`config.mk`:
```
export PLATFORM = sky130hd
export DESIGN_NAME = fft_pingpong_buffer
export DESIGN_NICKNAME = d
export VERILOG_FILES = /design/src/rtl/fft_pingpong_buffer.sv
export SDC_FILE = /design/constraint.sdc
export NUM_CORES = 1
export LEC_CHECK = 0
export CORE_MARGIN = 3
export CORE_UTILIZATION = 40
export CTS_BUF_LIST = sky130_fd_sc_hd__clkbuf_16
export CTS_CLUSTER_DIAMETER = 120
export CTS_CLUSTER_SIZE = 20
export DETAILED_ROUTE_END_ITERATION = 10
export MAX_ROUTING_LAYER = met4
export PLACE_DENSITY = 0.62
export SLEW_MARGIN = 20
export SYNTH_ARGS = -nofsm -noshare
export SYNTH_HDL_FRONTEND = slang
export SYNTH_SLANG_ARGS = --single-unit
```
`constraint.sdc`:
```
create_clock -name clk -period 4.3 [get_ports clk]
set_input_delay 1.29 -clock clk [delete_from_list [all_inputs] [get_ports clk]]
set_output_delay 1.29 -clock clk [all_outputs]
set_load 0.05 [all_outputs]
```
`src/rtl/fft_pingpong_buffer.sv`:
```
// Two-bank ping-pong store of N = 2^LOG2N complex samples; writes land on the sampling edge, reads are registered (1 cycle).
// Backpressure via bank ownership: wr_ready/rd_avail gate each side, illegal requests are dropped and flagged sticky.
module fft_pingpong_buffer #(
  parameter int DATA_W = 32,
  parameter int LOG2N  = 3
) (
  input  logic              clk,
  input  logic              rst_n,
  input  logic              wr_en,
  input  logic [LOG2N-1:0]  wr_addr,
  input  logic              wr_bitrev,
  input  logic [DATA_W-1:0] wr_real,
  input  logic [DATA_W-1:0] wr_imag,
  input  logic              wr_commit,
  output logic              wr_ready,
  input  logic              rd_en,
  input  logic [LOG2N-1:0]  rd_addr,
  input  logic              rd_release,
  output logic              rd_avail,
  output logic              rd_valid,
  output logic [DATA_W-1:0] rd_real,
  output logic [DATA_W-1:0] rd_imag,
  output logic              wr_sel_o,
  output logic              rd_sel_o,
  output logic              err_ovf,
  output logic              err_udf
);
  localparam int N = 1 << LOG2N;

  logic [2*DATA_W-1:0] mem [2*N];
  logic [1:0]          bank_full;
  logic [1:0]          bank_full_nxt;
  logic                wr_sel;
  logic                rd_sel;
  logic                wr_ok;
  logic                commit_ok;
  logic                rd_ok;
  logic                rel_ok;
  logic [LOG2N-1:0]    wr_phys;

  function automatic logic [LOG2N-1:0] bit_rev(input logic [LOG2N-1:0] a);
    logic [LOG2N-1:0] r;
    for (int i = 0; i < LOG2N; i++) r[i] = a[LOG2N-1-i];
    return r;
  endfunction

  assign wr_ready  = !bank_full[wr_sel];
  assign rd_avail  = bank_full[rd_sel];
  assign wr_ok     = wr_en && wr_ready;
  assign commit_ok = wr_commit && wr_ready;
  assign rd_ok     = rd_en && rd_avail;
  assign rel_ok    = rd_release && rd_avail;
  assign wr_phys   = wr_bitrev ? bit_rev(wr_addr) : wr_addr;
  assign wr_sel_o  = wr_sel;
  assign rd_sel_o  = rd_sel;

  // Commit and release always target different banks when both are legal.
  always_comb begin
    bank_full_nxt = bank_full;
    if (commit_ok) bank_full_nxt[wr_sel] = 1'b1;
    if (rel_ok)    bank_full_nxt[rd_sel] = 1'b0;
  end

  always_ff @(posedge clk) begin
    if (wr_ok) mem[{wr_sel, wr_phys}] <= {wr_real, wr_imag};
  end

  always_ff @(posedge clk or negedge rst_n) begin
    if (!rst_n) begin
      bank_full <= 2'b00;
      wr_sel    <= 1'b0;
      rd_sel    <= 1'b0;
      err_ovf   <= 1'b0;
      err_udf   <= 1'b0;
      rd_valid  <= 1'b0;
      rd_real   <= '0;
      rd_imag   <= '0;
    end else begin
      bank_full <= bank_full_nxt;
      if (commit_ok) wr_sel <= ~wr_sel;
      if (rel_ok)    rd_sel <= ~rd_sel;
      if ((wr_en || wr_commit) && !wr_ready) err_ovf <= 1'b1;
      if ((rd_en || rd_release) && !rd_avail) err_udf <= 1'b1;
      rd_valid <= rd_ok;
      // Read uses the pre-release bank even when rd_release fires in the same cycle.
      if (rd_ok) {rd_real, rd_imag} <= mem[{rd_sel, rd_addr}];
    end
  end
endmodule

```
==> impl_metrics.json <==
{
  "grt_pass1_wl_mm": 137,
  "syn_inst": 1761,
  "portBuffers": 147,
  "reg2reg_from": "wr_sel_o",
  "cp.required_ns": 3.01,
  "gp_congestion": 0.745,
  "p_per_area_mw_per_mm2": 491,
  "power.leakage_nw": 14.7,
  "slew_headroom": 0.329,
  "htreeDepth": 2,
  "start_util": 0.406,
  "vias": 18800,
  "start_kind": "flop",
  "hold_slack_ns": 0.489,
  "synth_top_cell_by_area": "edfxtp_1",
  "finalNetCount": 2003,
  "vias_per_cell": 5.62,
  "ant_nets": 0,
  "path_clk_slew_ns": 0.08,
  "hpwl_mm": 54.1,
  "worst_path_largest_cell_delay_ns": 0.73,
  "antenna_found_initial": 4,
  "p_total_mw": 23.1,
  "ctsResizeCount": 0,
  "dp_slack_ns": 0.506,
  "grtUsageTotal": 0.176,
  "wire_per_inst_um": 27.5,
  "worstPathCellList": "mux2_4 -> clkdlybuf4s50_1",
  "synthesis.nets": 1838,
  "max-vdd-ir-drop_mv": 0.335,
  "synth_area_leaders": "edfxtp_1, mux4_2, dfrtp_1, a221oi_2, mux2i_1",
  "drv_cap": 0,
  "yosysSeqAreaShare": 0.780,
  "path_class": "flop to output port",
  "setup_viol": 0,
  "yosys_warnings": 0,
  "period_needed_ns": 3.62,
  "num_rows": 117,
  "slew_violations": 0,
  "ioPinCount": 148,
  "die_area_sq_mm": 0.108,
  "ys_ff_latch": 1095,
  "nFillCells": 8331,
  "finalWorstSetupSlack_ns": 0.679,
  "die_w_um": 329,
  "cts_tree": "yes",
  "yosysTopAreaCellShare": 0.737,
  "numCtsBuffers": 60,
  "cts-root-buf": "clkbuf_16",
  "clk_latency_ns": 0.66,
  "hold_buffers": 0,
  "hold_viol": 0,
  "synth_area_sq_mm": 0.0417,
  "post_cts_buffers": 0,
  "holdPathEnd": "err_ovf",
  "tns_ns": 0,
  "drt_first_pass_iters": 5,
  "syn2layout_area_growth_pct": 12.8,
  "hold_path_depth": 1,
  "fmax_mhz": 276,
  "dieHeight_um": 329,
  "hold_start": "err_ovf",
  "yosys.cell_types.count": 29,
  "status": "finished, final reports clean",
  "cp_slowest_cell": "clkdlybuf4s50_1",
  "fin_crit_sh": 0.842,
  "drive_above_1_share": 0.247,
  "cts_buffer_depth": 3,
  "crit_path_max_fanout": 8,
  "ff2ff_path_depth": 4,
  "r2r_slack_ns": 1.67,
  "tightestPinTransition_ns": 1.01,
  "min_path_type": "flop to flop",
  "synth_area_per_cell_sq_um": 23.7,
  "grt_pass1_vias": 19900,
  "cts_sinks": 1095,
  "grt_max_degree": 77,
  "reg2reg_to": "mem[7][16]",
  "overflow": 0,
  "end_kind": "output port",
  "finClkSkew_ns": 0.0151,
  "drtIter0Drc": 1695,
  "coreArea_sq_mm": 0.103,
  "routed_wl_mm": 92.0,
  "rsz0062_at_grt": "false",
  "drc_errors": 0,
  "worstPathArrival_ns": 2.33
}
-- Yosys cell counts --
| cell type | number |
|---|---|
| mux2_2 | 1 |
| o22ai_1 | 46 |
| o22ai_2 | 18 |
| a21oi_1 | 66 |
| clkbuf_2 | 1 |
| a221oi_2 | 64 |
| and2_1 | 1 |
| and3_1 | 2 |
| buf_6 | 25 |
| nand3_1 | 2 |
| mux2_4 | 1 |
| o21bai_1 | 2 |
| buf_8 | 2 |
| mux4_1 | 4 |
| nand2_1 | 3 |
| nor2_1 | 21 |
| edfxtp_1 | 1024 |
| nand2b_1 | 5 |
| a22o_1 | 2 |
| buf_4 | 2 |
| clkbuf_1 | 26 |
| buf_2 | 46 |
| or2_2 | 2 |
| buf_1 | 3 |
| buf_12 | 1 |
| dfrtp_1 | 71 |
| and3b_1 | 1 |
| mux4_2 | 252 |
| mux2i_1 | 67 |
-- power breakdown --
| group | internal [mW] | switching, mW | total (mW) |
|---|---|---|---|
| Clock | 2.55 | 3.24 | 5.79 |
| Sequential | 12.3 | 0.357 | 12.6 |
| Combinational | 1.57 | 3.13 | 4.71 |
| Total | 16.4 | 6.73 | 23.1 |
-- critical path: cells and delay by family (launching register included) --
family	cells	cell delay [ns]
mux	1	0.41
flops	1	0.52
buf+inv	1	0.73
-- metrics by stage --
step	cells	cell area (sq um)	utilization
floorplan	1761	41700	-
global placement	3232	45300	0.441
detailed placement	3232	45300	0.441
global route	3348	47000	0.458
CTS	3346	47000	0.458
finish	3350	47000	0.458
-- worst max-delay path by stage --
| stage | from | endpoint | slack [ns] | cells past startpoint |
|---|---|---|---|---|
| final | rd_sel_o | rd_avail | 0.68 | 2 |
| after global routing | rd_sel_o | rd_avail | 0.57 | 2 |
| after CTS | rd_sel_o | rd_avail | 0.61 | 2 |
| after detailed placement | wr_bitrev | mem[6][54] | 0.51 | 5 |
| after global placement | wr_bitrev | mem[6][53] | 0.56 | 5 |
| after floorplan | wr_bitrev | mem[13][0] | -0.62 | 3 |
-- cell usage in the layout, fill, tap and decap left out, drive strengths merged, types with 3 or more instances in the layout --
master         instances
diode                  4
dfrtp                 71
nand2b                 5
a221oi                64
inv                   52
nor2                  21
clkdlybuf4s50        142
a21oi                 66
clkbuf                60
nand2                  3
mux2i                 67
o22ai                 64
edfxtp              1024
buf                   67
mux4                 256
-- cells by family (layout without fill, tap and decap cells) --
group,Yosys count,count (layout),synth area share
other,0,4,0
flip-flops,1095,1095,0.780
AO/OA/AOI/OAI,198,198,0.0440
AND/OR/NAND/NOR,37,37,0.00411
multiplexers,325,325,0.155
buffers and inverters,106,323,0.0166
-- final cells by class --
class                   count  area, sq um  share of cell area
multi-input cells         560         8620               0.183
repair buffers            209         2430              0.0517
diodes                      4         10.0            0.000213
flip-flops and latches   1095        32500               0.691
clock inverters            54          240             0.00511
clock buffers              60         1500              0.0319
well taps                1368         1710              0.0364
-- flip-flops by register name (all words and copies together) (netlist names) --
signal	flops
rd_imag	32
mem	1024
rd_real	32
wr_sel_o	1
rd_valid	1
rd_sel_o	1
err_ovf	1
bank_full	2
err_udf	1
-- routing by layer --
layer / GRT usage / wire (um)
met5: - / 0
met1: 0.243 / 39800
met4: 0.0395 / 2000
met2: 0.275 / 44300
met3: 0.0332 / 5870
Note: power is estimated with default switching activity, not from simulation.
